**src/rtl/otter_mmio_pkg.sv**
```systemverilog
// -----------------------------------------------------------------------------
// otter_mmio_pkg
// Shared definitions for the OTTER MMIO controller:
//   - default base addresses for the input and output register banks
//   - decode result enum/struct and the address decode helper
//   - PEND / MASK address helpers (they sit directly after the output bank)
// -----------------------------------------------------------------------------
package otter_mmio_pkg;

    localparam logic [31:0] DEF_IN_BASE  = 32'h1100_0000;
    localparam logic [31:0] DEF_OUT_BASE = 32'h1100_C000;

    typedef enum logic [2:0] {
        DEC_IN   = 3'd0,
        DEC_OUT  = 3'd1,
        DEC_PEND = 3'd2,
        DEC_MASK = 3'd3,
        DEC_NONE = 3'd4
    } dec_kind_e;

    typedef struct packed {
        dec_kind_e  kind;
        logic [2:0] idx;   // port index for DEC_IN / DEC_OUT
    } dec_t;

    function automatic logic [31:0] pend_addr(input logic [31:0] out_base,
                                              input int          n_out);
        return out_base + 32'(4 * n_out);
    endfunction

    function automatic logic [31:0] mask_addr(input logic [31:0] out_base,
                                              input int          n_out);
        return out_base + 32'(4 * (n_out + 1));
    endfunction

    // Offsets are computed with unsigned wrap-around: an address below a base
    // becomes a huge offset and simply fails the range test.
    function automatic dec_t decode(input logic [31:0] addr,
                                    input logic [31:0] in_base,
                                    input logic [31:0] out_base,
                                    input int          n_in,
                                    input int          n_out);
        dec_t        r;
        logic [31:0] off_in;
        logic [31:0] off_out;
        off_in  = addr - in_base;
        off_out = addr - out_base;
        r.kind  = DEC_NONE;
        r.idx   = '0;
        if (addr[1:0] != 2'b00) begin
            r.kind = DEC_NONE;
        end else if (off_in < 32'(4 * n_in)) begin
            r.kind = DEC_IN;
            r.idx  = off_in[4:2];
        end else if (off_out < 32'(4 * n_out)) begin
            r.kind = DEC_OUT;
            r.idx  = off_out[4:2];
        end else if (addr == pend_addr(out_base, n_out)) begin
            r.kind = DEC_PEND;
        end else if (addr == mask_addr(out_base, n_out)) begin
            r.kind = DEC_MASK;
        end
        return r;
    endfunction

endpackage

```
**src/rtl/otter_debounce.sv**
```systemverilog
// -----------------------------------------------------------------------------
// otter_debounce
// Single-bit debouncer. The output follows the input only after the input has
// differed from the output for DB_CYCLES consecutive cycles; any return to the
// output value restarts the count.
// Ports:
//   clk    in   clock
//   rst_n  in   synchronous active-low reset (output and count cleared)
//   din    in   already-synchronised input bit
//   dout   out  debounced bit
// -----------------------------------------------------------------------------
module otter_debounce #(
    parameter int unsigned DB_CYCLES = 500000
) (
    input  logic clk,
    input  logic rst_n,
    input  logic din,
    output logic dout
);

    localparam int CNT_W = (DB_CYCLES < 2) ? 1 : $clog2(DB_CYCLES + 1);

    logic [CNT_W-1:0] cnt_q, cnt_d;
    logic             dout_q, dout_d;

    always_comb begin
        cnt_d  = '0;
        dout_d = dout_q;
        if (din != dout_q) begin
            // The current cycle is the (cnt_q+1)-th consecutive differing one.
            if (cnt_q == CNT_W'(DB_CYCLES - 1)) begin
                dout_d = din;
                cnt_d  = '0;
            end else begin
                cnt_d = cnt_q + CNT_W'(1);
            end
        end
    end

    always_ff @(posedge clk) begin
        if (!rst_n) begin
            cnt_q  <= '0;
            dout_q <= 1'b0;
        end else begin
            cnt_q  <= cnt_d;
            dout_q <= dout_d;
        end
    end

    assign dout = dout_q;

endmodule

```
**src/rtl/otter_mmio_ctrl.sv**
```systemverilog
// -----------------------------------------------------------------------------
// otter_mmio_ctrl
// Memory-mapped I/O controller between the OTTER IOBUS and board pins:
// N_IN synchronised input ports, N_OUT read-back output registers, and an
// edge-triggered interrupt block (pending + mask) driving irq.
// Optional debounce of the IRQ source bits: define OTTER_MMIO_DEBOUNCE_EN.
//
// Bus handshake: IOBUS_WR / IOBUS_RD are single-cycle strobes accepted every
// cycle (no busy state). A write commits at the strobe edge. A read strobe in
// cycle t loads IOBUS_IN at the end of t and pulses IOBUS_RDY in t+1 only;
// IOBUS_IN then holds until the next read. RD+WR together return pre-write data.
//
// Ports:
//   CLK, RESET_N          clock, synchronous active-low reset
//   IOBUS_ADDR/OUT/WR/RD  bus request from the MCU
//   IOBUS_IN, IOBUS_RDY   registered read data and its valid pulse
//   in_ports              asynchronous board inputs, port k = [k*PORT_W +: PORT_W]
//   out_ports             registered board outputs
//   irq                   registered |(pending & mask)
// -----------------------------------------------------------------------------
module otter_mmio_ctrl
    import otter_mmio_pkg::*;
#(
    parameter logic [31:0] IN_BASE   = DEF_IN_BASE,
    parameter logic [31:0] OUT_BASE  = DEF_OUT_BASE,
    parameter int          N_IN      = 4,
    parameter int          N_OUT     = 4,
    parameter int          PORT_W    = 16,
    parameter int          IRQ_W     = 5,
    parameter int unsigned DB_CYCLES = 500000
) (
    input  logic                     CLK,
    input  logic                     RESET_N,
    input  logic [31:0]              IOBUS_ADDR,
    input  logic [31:0]              IOBUS_OUT,
    input  logic                     IOBUS_WR,
    input  logic                     IOBUS_RD,
    output logic [31:0]              IOBUS_IN,
    output logic                     IOBUS_RDY,
    input  logic [N_IN*PORT_W-1:0]   in_ports,
    output logic [N_OUT*PORT_W-1:0]  out_ports,
    output logic                     irq
);

    logic [N_IN*PORT_W-1:0]  sync1_q, sync1_d;
    logic [N_IN*PORT_W-1:0]  sync2_q, sync2_d;
    logic [IRQ_W-1:0]        src_prev_q, src_prev_d;
    logic [IRQ_W-1:0]        pending_q, pending_d;
    logic [IRQ_W-1:0]        mask_q, mask_d;
    logic [N_OUT*PORT_W-1:0] out_q, out_d;
    logic [31:0]             rd_data_q, rd_data_d;
    logic                    rdy_q, rdy_d;
    logic                    irq_q, irq_d;

    logic [IRQ_W-1:0]        src_val;   // IRQ source bits as seen by edge detect and reads
    logic [N_IN*PORT_W-1:0]  in_view;   // input ports as returned on the bus
    logic [IRQ_W-1:0]        rise;
    logic [IRQ_W-1:0]        pend_clr;
    logic [31:0]             rd_word;
    dec_t                    dec;
    logic                    unused_wdata;

    // Only the low PORT_W / IRQ_W bits of the write data are stored.
    assign unused_wdata = ^IOBUS_OUT;

`ifdef OTTER_MMIO_DEBOUNCE_EN
    for (genvar i = 0; i < IRQ_W; i++) begin : g_db
        otter_debounce #(
            .DB_CYCLES(DB_CYCLES)
        ) u_db (
            .clk  (CLK),
            .rst_n(RESET_N),
            .din  (sync2_q[i]),
            .dout (src_val[i])
        );
    end
`else
    assign src_val = sync2_q[IRQ_W-1:0];
`endif

    always_comb begin
        in_view              = sync2_q;
        in_view[IRQ_W-1:0]   = src_val;
    end

    always_comb begin
        dec        = decode(IOBUS_ADDR, IN_BASE, OUT_BASE, N_IN, N_OUT);
        sync1_d    = in_ports;
        sync2_d    = sync1_q;
        src_prev_d = src_val;
        rise       = src_val & ~src_prev_q;
        out_d      = out_q;
        mask_d     = mask_q;
        pend_clr   = '0;

        if (IOBUS_WR) begin
            case (dec.kind)
                DEC_OUT: begin
                    for (int k = 0; k < N_OUT; k++) begin
                        if (dec.idx == 3'(k)) begin
                            out_d[k*PORT_W +: PORT_W] = IOBUS_OUT[PORT_W-1:0];
                        end
                    end
                end
                DEC_PEND: pend_clr = IOBUS_OUT[IRQ_W-1:0];
                DEC_MASK: mask_d   = IOBUS_OUT[IRQ_W-1:0];
                default:  ;
            endcase
        end

        // Set has priority over a same-cycle write-1-to-clear.
        pending_d = (pending_q & ~pend_clr) | rise;
        irq_d     = |(pending_q & mask_q);

        // Read mux uses current register values, so RD+WR returns pre-write data.
        rd_word = '0;
        case (dec.kind)
            DEC_IN: begin
                for (int k = 0; k < N_IN; k++) begin
                    if (dec.idx == 3'(k)) begin
                        rd_word[PORT_W-1:0] = in_view[k*PORT_W +: PORT_W];
                    end
                end
            end
            DEC_OUT: begin
                for (int k = 0; k < N_OUT; k++) begin
                    if (dec.idx == 3'(k)) begin
                        rd_word[PORT_W-1:0] = out_q[k*PORT_W +: PORT_W];
                    end
                end
            end
            DEC_PEND: rd_word[IRQ_W-1:0] = pending_q;
            DEC_MASK: rd_word[IRQ_W-1:0] = mask_q;
            default:  rd_word = '0;
        endcase

        rd_data_d = IOBUS_RD ? rd_word : rd_data_q;
        rdy_d     = IOBUS_RD;
    end

    always_ff @(posedge CLK) begin
        if (!RESET_N) begin
            sync1_q    <= '0;
            sync2_q    <= '0;
            src_prev_q <= '0;
            pending_q  <= '0;
            mask_q     <= '0;
            out_q      <= '0;
            rd_data_q  <= '0;
            rdy_q      <= 1'b0;
            irq_q      <= 1'b0;
        end else begin
            sync1_q    <= sync1_d;
            sync2_q    <= sync2_d;
            src_prev_q <= src_prev_d;
            pending_q  <= pending_d;
            mask_q     <= mask_d;
            out_q      <= out_d;
            rd_data_q  <= rd_data_d;
            rdy_q      <= rdy_d;
            irq_q      <= irq_d;
        end
    end

    assign IOBUS_IN  = rd_data_q;
    assign IOBUS_RDY = rdy_q;
    assign out_ports = out_q;
    assign irq       = irq_q;

endmodule
```
**config.mk**
```make
export PLATFORM = sky130hd
export DESIGN_NAME = otter_mmio_ctrl
export DESIGN_NICKNAME = d
export VERILOG_FILES = /design/src/rtl/otter_mmio_pkg.sv /design/src/rtl/otter_debounce.sv /design/src/rtl/otter_mmio_ctrl.sv
export SDC_FILE = /design/constraint.sdc
export NUM_CORES = 1
export LEC_CHECK = 0
export ABC_AREA = 1
export ABC_CLOCK_PERIOD_IN_PS = 5760
export CAP_MARGIN = 0
export CORE_UTILIZATION = 53
export CTS_CLUSTER_SIZE = 10
export DETAILED_ROUTE_END_ITERATION = 7
export GPL_TIMING_DRIVEN = 0
export MAX_ROUTING_LAYER = met4
export PLACE_DENSITY = 0.93
export REMOVE_ABC_BUFFERS = 1
export SLEW_MARGIN = 0
export SYNTH_ARGS = -nofsm -noshare
export SYNTH_HDL_FRONTEND = slang
export SYNTH_SLANG_ARGS = --single-unit
export TNS_END_PERCENT = 10
```
**constraint.sdc**
```tcl
create_clock -name CLK -period 5.76 [get_ports CLK]
set_input_delay 1.152 -clock CLK [delete_from_list [all_inputs] [get_ports CLK]]
set_output_delay 1.152 -clock CLK [all_outputs]
set_load 0.1 [all_outputs]
```
==> results of run 1 <==
cell type report:
cell class,instances,share of cell area
clock buffer,29,0.0579
clock inverter,1,0.00138
inverter,209,0.0666
multi-input combinational,759,0.295
sequential,225,0.382
tap,220,0.0234
timing repair buffer,200,0.173
synth_stat cells, types with 5 or more instances:
cell | number | area (um2)
nor3_1 | 23 | 115
mux2i_1 | 5 | 50.1
buf_2 | 18 | 90.1
clkbuf_1 | 31 | 116
buf_4 | 24 | 180
dfxtp_1 | 225 | 4500
o2111ai_1 | 5 | 43.8
nor2_2 | 10 | 62.6
nand3_1 | 94 | 470
a31oi_1 | 17 | 106
o32ai_1 | 5 | 43.8
a21oi_1 | 83 | 415
nand2_1 | 357 | 1340
o21ai_1 | 19 | 95.1
buf_1 | 6 | 22.5
o22ai_1 | 5 | 31.3
inv_1 | 201 | 754
inv_2 | 7 | 26.3
nor2_1 | 49 | 184
o21ai_0 | 48 | 240
registers in the layout, summed over array words and instances, names as in the netlist:
signal	flops
in_view	64
IOBUS_RDY	1
sync1_q	64
IOBUS_IN	16
irq	1
src_prev_q	5
pending_q	5
out_ports	64
mask_q	5
logic make-up (layout without fill, tap and decap cells):
group,count (synthesis),count (layout),synth area share
AO/OA/AOI/OAI,187,187,0.111
XOR/XNOR,3,3,0.00288
buffers and inverters,291,439,0.134
flip-flops,225,225,0.493
multiplexers,5,5,0.00548
other,1,16,0.000410
AND/OR/NAND/NOR,548,548,0.253
through the flow:
step / instance area [um2] / setup TNS, ns / setup WS, ns / hold WS (ns)
after floorplan: 8750 / 0 / 1.54 / 0.386
after global placement: 11000 / -185.44 / -3.21 / 0.394
after detailed placement: 11100 / -1.78 / -0.210 / 0.395
after CTS: 11800 / 0 / 0.320 / 0.400
after global routing: 11800 / 0 / 0.141 / 0.426
final: 11800 / 0 / 0.492 / 0.397
layer usage:
metal  GRT usage  share of wire  wire length [um]
met1       0.332           0.38              9740
met2       0.495           0.47             12200
met3      0.0639           0.10              2690
met4       0.156          0.049              1280
met5           -              0                 0
power breakdown:
| part | total [mW] | internal (mW) | leakage, nW | switching (mW) |
|---|---|---|---|---|
| Combinational | 0.302 | 0.111 | 3.68 | 0.191 |
| Sequential | 1.62 | 1.61 | 1.84 | 0.0160 |
| Clock | 1.40 | 0.822 | 0.343 | 0.583 |
| Total | 3.33 | 2.54 | 5.87 | 0.790 |
final timing paths:
check                              from                    endpoint  depth (start not counted)  slack (ns)
max                      IOBUS_ADDR[28]  out_ports[49]$_SDFFE_PN0P_                         16        0.49
max reg2reg  out_ports[48]$_SDFFE_PN0P_    IOBUS_IN[0]$_SDFFE_PN0P_                          8        4.53
min              sync1_q[30]$_SDFF_PN0_      in_view[30]$_SDFF_PN0_                          2        0.40
min reg2reg      sync1_q[30]$_SDFF_PN0_      in_view[30]$_SDFF_PN0_                          2        0.40
worst max-delay path: cells and delay by family:
kind | cells | cell delay [ns]
simple gates | 9 | 2.43
buf+inv | 3 | 1.06
compound gates | 4 | 1.04
==> impl_metrics.tcl, run 1 <==
set metrics [dict create \
    finalSetupViolations 0 \
    vias_per_cell 5.27 \
    grt_pass1_wl_mm 40.9 \
    multiInputGateArea_um2 3480 \
    cts_tree "done" \
    grt_usage 0.296 \
    drc_errors 0 \
    gp_congestion 0.912 \
    h-tree-depth 1 \
    drt_iter0_drc 734 \
    clk_pin_slew_ns 0.06 \
    instances_no_fill 1643 \
    syn_inst 1260 \
    required_ns 6.20 \
    avgRoutedWirePerCell_um 15.8 \
    die_h_um 133 \
    post_cts_buffers 0 \
    io_pins 230 \
    synthArstFlopShare 0 \
    hp-class "flip-flop to flip-flop" \
    fp.dieW_um 133 \
    ys_warn_count 0 \
    antenna_found_initial 0 \
    end_kind "flip-flop" \
    portBuffers 197 \
    synth_edf_count 0 \
    grt_overflow_total 0 \
    layout_common_cells "nand2_1 (357), dfxtp_1 (225), inv_1 (201), clkdlybuf4s50_1 (196), nand3_1 (94)" \
    cts_resized 0 \
    slew_viol_final 0 \
    dpl.cell_count 1612 \
    hold_viol 0 \
    path_class "primary input to flip-flop" \
    ys_seq_area_frac 0.493 \
    worstPathMaxFanout 32 \
    worst_slew_pin_slew_ns 1.39 \
    fin_skew_ns 0.0148 \
    path_cells "clkdlybuf4s50_1 -> inv_2 -> nand2_1 -> nand2_1 -> o21ai_1 -> nor2_1 -> nand3_1 -> nor2_1 -> nand3_1 -> o21bai_4 -> nand2_2 -> nor2_2 -> inv_2 -> nor2_4 -> o21ai_0 -> a21oi_1" \
    start_util 0.547 \
    cts_max_path_buffers 3 \
    grt_max_degree 117 \
    max_freq_mhz 190 \
    finalCritPeriodShare 0.915 \
    drt_wl_total_mm 25.9 \
    area_growth_pct 28.9 \
    diodes 0 \
    nets 1553 \
    leakage_nw 5.87 \
    vdd_drop_max_v 0.000231 \
    ctsRootBufferMaster "clkbuf_16" \
    ant_nets 0 \
    layout_commonest_cell "nand2_1" \
    period_minus_slack_ns 5.27 \
    synthFlopType "dfxtp_1" \
    drtPass1Iterations 6 \
    rows 47 \
    rsz0062_at_grt "false" \
    cts_sinks 225 \
    critPathMaxStageDelay_ns 0.70 \
    num_vias 8660 \
    cts_hold_buf 0 \
    synthDistinctLibCells 38 \
    n_fill_cell 1288 \
    avgSynthCellArea_um2 7.25 \
    dieArea_um2 17800 \
    max-cap-violations 0 \
    post-route-util 0.705 \
    dpl.hpwl_mm 16.6 \
    critPathArrivalTime_ns 5.71 \
    worstSkewPairLatency_ns 0.52 \
    crit_slowest_cell "nor2_4" \
    grt_pass1_vias 8450 \
    layout-drive-gt1-share 0.0443 \
    seq_area_um2 4500 \
    syn-cell-area_um2 9140 \
    cts_made_buffers 26 \
    outcome "complete, no violations" \
    total_power_mw 3.33 \
    core_um2 16700 \
    relSlewSlack 0.0746 \
    cp-start-kind "primary input" \
    ys_ff_latch 225 \
    power_density_nw_per_um2 283 \
]
Power figures use the tool's default switching activity.
==> run 2, diff against run 1 <==
- SYNTH_HIERARCHICAL: default -> 1
==> results of run 2 <==
The final DEF is identical to that of run 1; final timing and power are the same.
Among the figures that moved: Yosys warning count 0 -> 6
